==> src/rtl/serial_subtractor.sv <==
// Multi-cycle WIDTH-bit subtractor: a - b computed CHUNK bits per clock, LSB chunk first.
// Optional `ABS_DIFF_EN adds a FIX cycle that turns a negative result into |a - b|.
module serial_subtractor #(
    parameter int WIDTH = 8,
    parameter int CHUNK = 1
) (
    input  logic             clk,
    input  logic             rst,
    input  logic             start,
    input  logic [WIDTH-1:0] a,
    input  logic [WIDTH-1:0] b,
    output logic             busy,
    output logic             done,
    output logic [WIDTH-1:0] diff,
    output logic             borrow_out,
    output logic             zero
);
    localparam int N  = WIDTH / CHUNK;
    localparam int CW = (N > 1) ? $clog2(N) : 1;
    localparam logic [CW-1:0] LAST = CW'(N - 1);

    typedef enum logic [1:0] {
        IDLE = 2'd0,
        RUN  = 2'd1,
        FIX  = 2'd2,
        DONE = 2'd3
    } state_t;

    state_t           state_r;
    state_t           next_state_s;
    logic [WIDTH-1:0] a_sh_r;
    logic [WIDTH-1:0] b_sh_r;
    logic [WIDTH-1:0] diff_r;
    logic [CW-1:0]    count_r;
    logic             borrow_r;
    logic             borrow_out_r;
    logic             zero_r;
    logic             busy_r;
    logic             done_r;
    logic             accept_s;
    logic [CHUNK:0]   sub_s;
    logic [WIDTH-1:0] diff_next_s;

    // The extra MSB of the widened difference is the chunk borrow-out.
    assign sub_s       = {1'b0, a_sh_r[CHUNK-1:0]} - {1'b0, b_sh_r[CHUNK-1:0]}
                         - {{CHUNK{1'b0}}, borrow_r};
    assign diff_next_s = WIDTH'({sub_s[CHUNK-1:0], diff_r} >> CHUNK);
    assign accept_s    = start && ((state_r == IDLE) || (state_r == DONE));

`ifdef ABS_DIFF_EN
    logic [WIDTH-1:0] fix_s;
    assign fix_s = borrow_r ? (~diff_r + WIDTH'(1)) : diff_r;
`endif

    // Next-state decode for the start/run/done sequence.
    always_comb begin
        next_state_s = state_r;
        case (state_r)
            IDLE: begin
                if (start) next_state_s = RUN;
                else       next_state_s = IDLE;
            end
            RUN: begin
                if (count_r == LAST) begin
`ifdef ABS_DIFF_EN
                    next_state_s = FIX;
`else
                    next_state_s = DONE;
`endif
                end else begin
                    next_state_s = RUN;
                end
            end
            FIX:     next_state_s = DONE;
            DONE: begin
                if (start) next_state_s = RUN;
                else       next_state_s = IDLE;
            end
            default: next_state_s = IDLE;
        endcase
    end

    // State register with busy/done registered from the next state.
    always_ff @(posedge clk or posedge rst) begin
        if (rst) begin
            state_r <= IDLE;
            busy_r  <= 1'b0;
            done_r  <= 1'b0;
        end else begin
            state_r <= next_state_s;
            busy_r  <= (next_state_s == RUN) || (next_state_s == FIX);
            done_r  <= (next_state_s == DONE);
        end
    end

    // Operand shifters, borrow chain and result registers.
    always_ff @(posedge clk or posedge rst) begin
        if (rst) begin
            a_sh_r       <= '0;
            b_sh_r       <= '0;
            diff_r       <= '0;
            count_r      <= '0;
            borrow_r     <= 1'b0;
            borrow_out_r <= 1'b0;
            zero_r       <= 1'b0;
        end else if (accept_s) begin
            a_sh_r       <= a;
            b_sh_r       <= b;
            diff_r       <= '0;
            count_r      <= '0;
            borrow_r     <= 1'b0;
            borrow_out_r <= 1'b0;
            zero_r       <= 1'b0;
        end else if (state_r == RUN) begin
            a_sh_r   <= a_sh_r >> CHUNK;
            b_sh_r   <= b_sh_r >> CHUNK;
            diff_r   <= diff_next_s;
            borrow_r <= sub_s[CHUNK];
            count_r  <= count_r + CW'(1);
            if (count_r == LAST) begin
                borrow_out_r <= sub_s[CHUNK];
`ifndef ABS_DIFF_EN
                zero_r       <= (diff_next_s == '0);
`endif
            end
`ifdef ABS_DIFF_EN
        end else if (state_r == FIX) begin
            diff_r <= fix_s;
            zero_r <= (fix_s == '0);
`endif
        end
    end

    assign busy       = busy_r;
    assign done       = done_r;
    assign diff       = diff_r;
    assign borrow_out = borrow_out_r;
    assign zero       = zero_r;

endmodule

==> config.mk <==
export PLATFORM = sky130hd
export DESIGN_NAME = serial_subtractor
export DESIGN_NICKNAME = d
export VERILOG_FILES = /design/src/rtl/serial_subtractor.sv
export SDC_FILE = /design/constraint.sdc
export NUM_CORES = 1
export LEC_CHECK = 0
export ABC_CLOCK_PERIOD_IN_PS = 1850
export CAP_MARGIN = 20
export CELL_PAD_IN_SITES_DETAIL_PLACEMENT = 0
export CELL_PAD_IN_SITES_GLOBAL_PLACEMENT = 1
export CORE_MARGIN = 2
export CORE_UTILIZATION = 40
export CTS_BUF_LIST = sky130_fd_sc_hd__clkbuf_8 sky130_fd_sc_hd__clkbuf_16
export CTS_CLUSTER_SIZE = 10
export DETAILED_ROUTE_END_ITERATION = 6
export GPL_ROUTABILITY_DRIVEN = 0
export GPL_TIMING_DRIVEN = 0
export PLACE_DENSITY_LB_ADDON = 0.2
export SYNTH_ARGS = -nofsm -noshare
export SYNTH_HDL_FRONTEND = slang
export SYNTH_SLANG_ARGS = --single-unit
==> constraint.sdc <==
create_clock -name clk -period 1.85 [get_ports clk]
set_clock_uncertainty 0.05 [all_clocks]
set_input_delay 0.37 -clock clk [delete_from_list [all_inputs] [get_ports clk]]
set_output_delay 0.37 -clock clk [all_outputs]
set_load 0.05 [all_outputs]
* Word level (Yosys, flattened, before mapping)
Cells that the tools add are included.
Storage, ports and cells: register bits 34, input bits 19, output and inout port bits 12, word-level logic and storage cells 48
Cells by class: add/sub/neg operators 3, equality and inequality tests 7, mux-type cells 19, reductions and logical operators 9
Operators by type and width (number):
- two-way mux 8 bit | 6
- two-way mux 1 bit | 9
- equality test 2 bit, second input constant | 4
- logical NOT 8 bit | 1
- two-way mux 3 bit | 2
- case mux 2 bit (3 select lines) | 1
- equality test 2 x 1 -> 1 bit, second input constant | 2
- nonzero test 2 bit | 2
- adder 3 x 1 -> 3 bit, second input constant | 1
- equality test 3 bit, second input constant | 1
- logical NOT 2 bit | 1
- logical OR 1 bit | 2
- two-way mux 2 bit | 1
- AND reduction 2 bit | 1
- OR reduction 2 bit | 1
- subtractor 1 x 1 -> 2 bit | 1
- subtractor 2 x 1 -> 2 bit | 1
- logical AND 1 bit | 1

* Depth between registers and ports, before layout
Gate-level depths: netlist of the first run.
depth in word-level cells 6, gate-level depth with buffers 7, mapped depth without buffers 5

* Worst setup path before layout of the first run
No wires, ideal clock.
kind register to register, start reg state_r[0], end reg busy_r, in the netlist busy, setup time 0.126 ns, data arrival time 1.525 ns, required time 1.674 ns, setup slack 0.150 ns, stages on the path, launching flop included 7, path buffers 1, period minus slack after synthesis 1.700 ns, cell sequence dfrtp_1 > inv_1 > ha_1 > and2_4 > buf_6 > or3_1 > ha_1
On the way: word-level cells in the longest chain between the ends 5, elaborated cells between the ends (all ways) 9, classes of those cells 5 x eq/ne; 1 x mux; 3 x reduce/logical
RTL lines:
- start: declaration | RTL line 29 | state_t state_r;
- start signal: assignment | RTL line 90 | state_r <= next_state_s;
- equality test 2 bit / logical NOT 2 bit (equally long branches) | RTL line 58 | case (state_r)
- OR reduction 2 bit (no source line)
- case mux 2 bit (3 select lines) (*) | RTL line 58
- net next_state_s[0] | RTL line 30 | state_t next_state_s;
- equality test 2 x 1 -> 1 bit / equality test 2 bit (equally long branches) | RTL line 91 | busy_r <= (next_state_s == RUN) || (next_state_s == FIX);
- logical OR 1 bit (*) | RTL line 91
- end signal: assignment | RTL line 91
- end: declaration | RTL line 38 | logic busy_r;
The timed path passes the listed nets; every way through them passes the cells marked *. A chain may end at the register's enable or synchronous reset.

* Worst setup path after layout of the first run
start reg done_r, in the netlist done, end out done
RTL lines:
- start: declaration | RTL line 39 | logic done_r;
- start signal: assignment | RTL line 92 | done_r <= (next_state_s == DONE);
- end: declaration | RTL line 13 | output logic done,
No word-level cell between the ends.

==> results of run 1 <==
metrics by stage:
stage	area [sq um]	TNS, ns
after global routing	2010	0
after floorplan	1570	0
final	2010	0
after global placement	1930	-3.09
after detailed placement	1940	-0.0109
after CTS	2010	0
sequential cells by signal (all words and copies together), names as in the netlist:
name and cells:
b_sh_r 8, diff 8, zero 1, done 1
a_sh_r 8, count_r 3, borrow_r 1, borrow_out 1
state_r 2, busy 1
logic make-up after synthesis:
kind of cell / after synthesis
and+or+nand+nor: 39
DFF: 34
muxes: 25
AOI/OAI and AO/OA: 19
buffers and inverters: 13
adders and majority gates: 7
xor gates and xnor gates: 1
cell type report:
type,count,area [sq um]
Buffer,9,76.3
Clock buffer,6,82.6
Fill cell,357,1700
Inverter,4,15.0
Multi-Input combinational cell,91,623
Sequential cell,34,851
Tap cell,48,60.1
Timing Repair Buffer,31,305
placed cells by master (no fill, tap or decap), drive strengths merged, types with 2 or more instances in the layout:
cell and count:
nor2 12, a21oi 2, inv 4, mux2i 24, nand2 19, dfrtp 34
dlygate4sd2 10, clkdlybuf4s50 19, clkbuf 7, nand2b 2, o21ai 16, ha 6
buf 9
how the worst max path moves through the flow:
| stage | to | startpoint | cells after the start |
|---|---|---|---|
| after floorplan | busy$_DFF_PP0_ | state_r[0]$_DFF_PP0_ | 6 |
| after global placement | b_sh_r[4]$_DFFE_PP0P_ | rst | 2 |
| after detailed placement | busy$_DFF_PP0_ | start | 5 |
| after CTS | busy | busy$_DFF_PP0_ | 1 |
| after global routing | done | done$_DFF_PP0_ | 1 |
| final | done | done$_DFF_PP0_ | 1 |
what timing repair did:
action                                  4_1_cts  5_1_grt
resized for setup                            10        1
endpoints found under the setup margin       10        1
gates cloned                                  0        0
synthesized netlist by cell type:
library cell | count | area [sq um]
a211oi_1 | 1 | 7.51
a21oi_1 | 2 | 10.0
and2_4 | 1 | 8.76
buf_2 | 1 | 5.00
buf_4 | 3 | 22.5
buf_6 | 4 | 45.0
clkbuf_1 | 1 | 3.75
dfrtp_1 | 34 | 851
fa_1 | 1 | 20.0
ha_1 | 6 | 75.1
inv_1 | 4 | 15.0
mux2_2 | 1 | 11.3
mux2i_1 | 24 | 240
nand2_1 | 19 | 71.3
nand2b_1 | 2 | 12.5
nand3_1 | 1 | 5.00
nand4_1 | 1 | 6.26
nor2_1 | 12 | 45.0
nor4_1 | 1 | 6.26
nor4b_1 | 1 | 8.76
o21ai_1 | 16 | 80.1
or3_1 | 1 | 6.26
xnor2_1 | 1 | 8.76
power by group:
group / internal [mW] / switching (mW)
Combinational: 0.681 / 0.920
Sequential: 1.04 / 0.186
Clock: 0.287 / 0.246
routing by layer:
metal  vias to the layer above  share of wire
met5                         -              0
met4                         0          0.019
met3                         5          0.042
met2                        24           0.49
met1                       528           0.45
li1                        536              -
==> impl_metrics.py, run 1 <==
metrics = {
    "floorplanning": {
        "fp.dieW_um": 66.6,
        "start_util": 0.421,
        "die_h_um": 66.6,
        "core_sq_mm": 0.00372,
        "ios": 31,
        "fp-row-count": 22,
        "die_area_sq_mm": 0.00443,
    },
    "finish": {
        "drive_gt1_frac": 0.0971,
        "final_core_utilization": 0.542,
        "synthToLayoutAreaGrowth_pct": 28.6,
        "final_cells": 223,
        "num_antenna_cells": 0,
        "final_nets": 202,
    },
    "logic_synthesis": {
        "syn_nets": 164,
        "synth_compound_area_frac": 0.0624,
        "synth_top_family_by_area": "multiplexers",
        "synth_area_per_cell_sq_um": 11.3,
        "yosys_warnings": 0,
        "synth_xor_area_frac": 0.00560,
        "syn_area_sq_mm": 0.00157,
        "ys_ff_latch": 34,
        "syn_inst": 138,
        "yosys.area_share.adder": 0.0608,
        "ys_seq_area_frac": 0.544,
        "yosysUniqueCellTypes": 23,
        "muxShareOfSynthArea": 0.161,
        "yosys.area_share.simple": 0.109,
    },
    "grt": {
        "grtUsageMet1": 0.196,
        "grt_usage": 0.159,
        "grt-busiest-layer": "met2",
        "use_met3": 0.0439,
        "gr-total-overflow": 0,
        "grt_pass1_wl_um": 5150,
        "grt.met2_usage": 0.253,
        "grt_max_degree": 22,
        "antenna_found_initial": 0,
        "grt_pass1_vias": 1109,
    },
    "timing": {
        "min_period_ns": 1.81,
        "relSlewSlack": 0.451,
        "rsz0062_at_grt": "false",
        "setup_viol_count_final": 0,
        "hold_ws_ns": 0.468,
        "final.setup.worst_slack_ns": 0.0394,
        "final_max_slew_viol_count": 0,
        "fmax_mhz": 552,
        "worstMarginPinSlew_ns": 0.823,
        "final_hold_viol_count": 0,
        "fin_crit_sh": 0.979,
    },
    "routing": {
        "wl_per_cell_um": 13.2,
        "viasPerCell": 4.90,
        "firstDrtPassIters": 4,
        "wirelength_um": 2940,
        "vias": 1093,
        "drt_iter0_drc": 39,
        "antenna_left": 0,
        "drc": 0,
    },
    "setup_path": {
        "critical_path.max_stage_delay_ns": 0.79,
        "critPathMaxFanout": 1,
        "path_cells": "clkdlybuf4s50_1",
        "r2r_start": "state_r[0]$_DFF_PP0_",
        "worstSetupPathType": "reg -> out",
        "r2r-end": "busy$_DFF_PP0_",
        "cp.arrival_ns": 1.39,
        "worst-path-buf-inv": 1,
        "r2r_slack_ns": 0.08,
        "critPathRequiredTime_ns": 1.43,
        "start_kind": "flop",
        "worst_setup_path_end_kind": "output pin",
        "slowest_stage": "clkdlybuf4s50_1",
        "reg2regPathDepth": 6,
        "crit_family": "buffers and inverters",
    },
    "min_path": {
        "whs_path_depth": 2,
        "min_to": "diff[0]$_DFFE_PP0P_",
        "hp-class": "reg -> reg",
        "min_from": "diff[0]$_DFFE_PP0P_",
    },
    "placement": {
        "dp.cells": 217,
        "dp_hpwl_um": 2170,
        "post-place-ws_ns": -0.0109,
        "port_buffers": 30,
    },
    "clock_network": {
        "cts.path.max_buffers": 2,
        "tritoncts": "done",
        "cts_made_buffers": 5,
        "postCtsSetupBuffers": 0,
        "clkTransAtPathRegs_ns": 0.07,
        "clock_latency_ns": 0.28,
        "htreeDepth": 2,
        "cts.sinks": 34,
        "hold_buffers": 0,
        "root_buffer": "clkbuf_8",
    },
    "pwr": {
        "leakage_nw": 1.04,
        "power_density_mw_per_mm2": 1670,
        "p_total_mw": 3.36,
        "ir_drop_mv": 0.733,
    },
    "status": {
        "status": "complete, no violations",
    },
    "job": {
        "drv_cap": 0,
    },
}
Note: power is estimated with default switching activity, not from simulation.
==> run 2: changes to the inputs <==
Settings changed: ABC_AREA set to 1, CORE_UTILIZATION 40 to 38, REMOVE_ABC_BUFFERS set to 1.
==> impl_metrics.py, run 2 <==
metrics = {
    "status": {
        "status": "complete, no violations",
    },
    "floorplanning": {
        "die_area_sq_mm": 0.00460,
        "core_sq_mm": 0.00397,
        "ios": 31,
        "fp-row-count": 23,
        "die_h_um": 67.8,
        "start_util": 0.389,
        "fp.dieW_um": 67.8,
    },
    "grt": {
        "grt_max_degree": 32,
        "grt_pass1_wl_um": 5400,
        "grt_pass1_vias": 1138,
        "gr-total-overflow": 0,
        "grt_usage": 0.161,
        "antenna_found_initial": 0,
    },
    "routing": {
        "antenna_left": 0,
        "firstDrtPassIters": 5,
        "drc": 0,
        "viasPerCell": 4.93,
        "vias": 1232,
        "wl_per_cell_um": 12.2,
        "drt_iter0_drc": 112,
        "wirelength_um": 3050,
    },
    "logic_synthesis": {
        "ys_ff_latch": 34,
        "synth_flop_cell": "dfrtp_1",
        "synth_area_leader_cell": "dfrtp_1",
        "synth_top_area_frac": 0.550,
        "syn_area_sq_mm": 0.00155,
        "synth_edf_count": 0,
        "syn_inst": 169,
        "synthTopCellsByArea": "dfrtp_1 (55%), nand3_1 (10%), nand2_1 (9.7%)",
        "yosysUniqueCellTypes": 19,
        "ys_seq_area_frac": 0.550,
        "synth.most_common_cell": "nand2_1",
        "synth.top_cells.by_count": "nand2_1 (40), dfrtp_1 (34), nand3_1 (32)",
        "yosys_warnings": 0,
        "synthArstFlopShare": 1.00,
        "synth_area_per_cell_sq_um": 9.15,
    },
    "finish": {
        "multi_input_area_sq_um": 604,
        "fill_cells": 381,
        "final_core_utilization": 0.505,
        "final_nets": 225,
        "drive_gt1_frac": 0.0800,
        "final_common_cell": "nand2_1",
        "layout_common_cells": "nand2_1 (39), dfrtp_1 (34), nand3_1 (32)",
        "num_antenna_cells": 0,
        "final_area_sq_mm": 0.00201,
        "register_area_sq_um": 851,
        "final_cells": 250,
        "synthToLayoutAreaGrowth_pct": 29.7,
    },
    "timing": {
        "fmax_mhz": 604,
        "final_max_slew_viol_count": 0,
        "final_hold_viol_count": 0,
        "relSlewSlack": 0.548,
        "fin_crit_sh": 0.895,
        "final.setup.worst_slack_ns": 0.194,
        "setup_viol_count_final": 0,
        "min_period_ns": 1.66,
        "worstMarginPinSlew_ns": 0.678,
        "rsz0062_at_grt": "false",
    },
    "setup_path": {
        "worst-path-buf-inv": 1,
        "worstSetupPathType": "reg -> out",
        "start_kind": "flop",
        "critical_path.max_stage_delay_ns": 0.55,
        "crit_family": "buffers and inverters",
        "slowest_stage": "dlygate4sd2_1",
        "critPathMaxFanout": 4,
        "path_cells": "dlygate4sd2_1",
        "worst_setup_path_end_kind": "output pin",
        "cp.arrival_ns": 1.24,
        "critPathRequiredTime_ns": 1.43,
    },
    "job": {
        "drv_cap": 0,
    },
    "clock_network": {
        "tritoncts": "done",
        "cts.sinks": 34,
        "htreeDepth": 2,
        "cts_made_buffers": 5,
        "clkTransAtPathRegs_ns": 0.07,
        "cts.path.max_buffers": 2,
        "clock_latency_ns": 0.28,
        "postCtsSetupBuffers": 0,
        "root_buffer": "clkbuf_8",
    },
    "pwr": {
        "power_density_mw_per_mm2": 1890,
        "ir_drop_mv": 0.788,
        "leakage_nw": 0.988,
        "p_total_mw": 3.79,
    },
    "placement": {
        "placed_cell_area_sq_mm": 0.00187,
        "dp_hpwl_um": 1990,
        "post-place-ws_ns": -0.527,
        "port_buffers": 30,
        "dp.cells": 242,
    },
    "min_path": {
        "hp-class": "reg -> reg",
    },
}
run 2: layout make-up:
class,count,share of cell area
Multi-Input combinational cell,113,0.301
Timing Repair Buffer,31,0.160
Inverter,14,0.0287
Tap cell,50,0.0312
Sequential cell,34,0.424
Clock buffer,8,0.0549
run 2: cells by family (layout without fill, tap and decap cells):
family | after synthesis | count (layout) | synth area share
AOI/OAI and AO/OA | 18 | 18 | 0.0663
xor gates and xnor gates | 1 | 1 | 0.00566
adders and majority gates | 7 | 7 | 0.0615
buffers and inverters | 22 | 53 | 0.0777
DFF | 34 | 34 | 0.550
and+or+nand+nor | 87 | 87 | 0.239
run 2: where the power goes:
part / internal [mW] / switching, mW / total, mW
sequential: 1.08 / 0.191 / 1.27
clock: 0.376 / 0.257 / 0.632
combinational: 0.611 / 1.27 / 1.88
run 2: through the flow:
step	hold WS (ns)	TNS [ns]
after floorplan	0.393	0
after global placement	0.406	-15.06
after detailed placement	0.410	-12.65
after CTS	0.426	0
after global routing	0.463	0
final	0.423	0
run 2: tightest hold or removal path: stages, from the launching register on:
cell and delay [ns]:
dfrtp_1 0.34, nand2_1 0.05, nand2_1 0.05
run 2: routing by layer:
| layer | routed length [um] | GRT usage |
|---|---|---|
| met2 | 1440 | 0.257 |
| met1 | 1400 | 0.199 |
| met3 | 153 | 0.0600 |
| met4 | 51 | 0.0600 |
| met5 | 0 | 0 |
run 2: path summary, 6_finish.rpt:
check / from / to / slack [ns] / cells past startpoint
setup / recovery: diff[7]$_DFFE_PP0P_ / diff[7] / 0.19 / 1
hold / removal: b_sh_r[7]$_DFFE_PP0P_ / b_sh_r[7]$_DFFE_PP0P_ / 0.42 / 2
setup reg to reg: state_r[0]$_DFF_PP0_ / borrow_r$_DFFE_PP0P_ / 0.21 / 7
hold reg to reg: b_sh_r[7]$_DFFE_PP0P_ / b_sh_r[7]$_DFFE_PP0P_ / 0.42 / 2
max in group asynchronous: rst / zero$_DFFE_PP0P_ / 0.79 / 3
min in group asynchronous: rst / b_sh_r[6]$_DFFE_PP0P_ / 0.44 / 2
run 2: repair_timing:
item                                    in CTS  in global routing
cloned                                       0                  0
endpoints found under the setup margin      43                 18
hold buffers                                 0                  0
gates resized for setup                     14                  5
endpoints found under the hold margin        0                  0
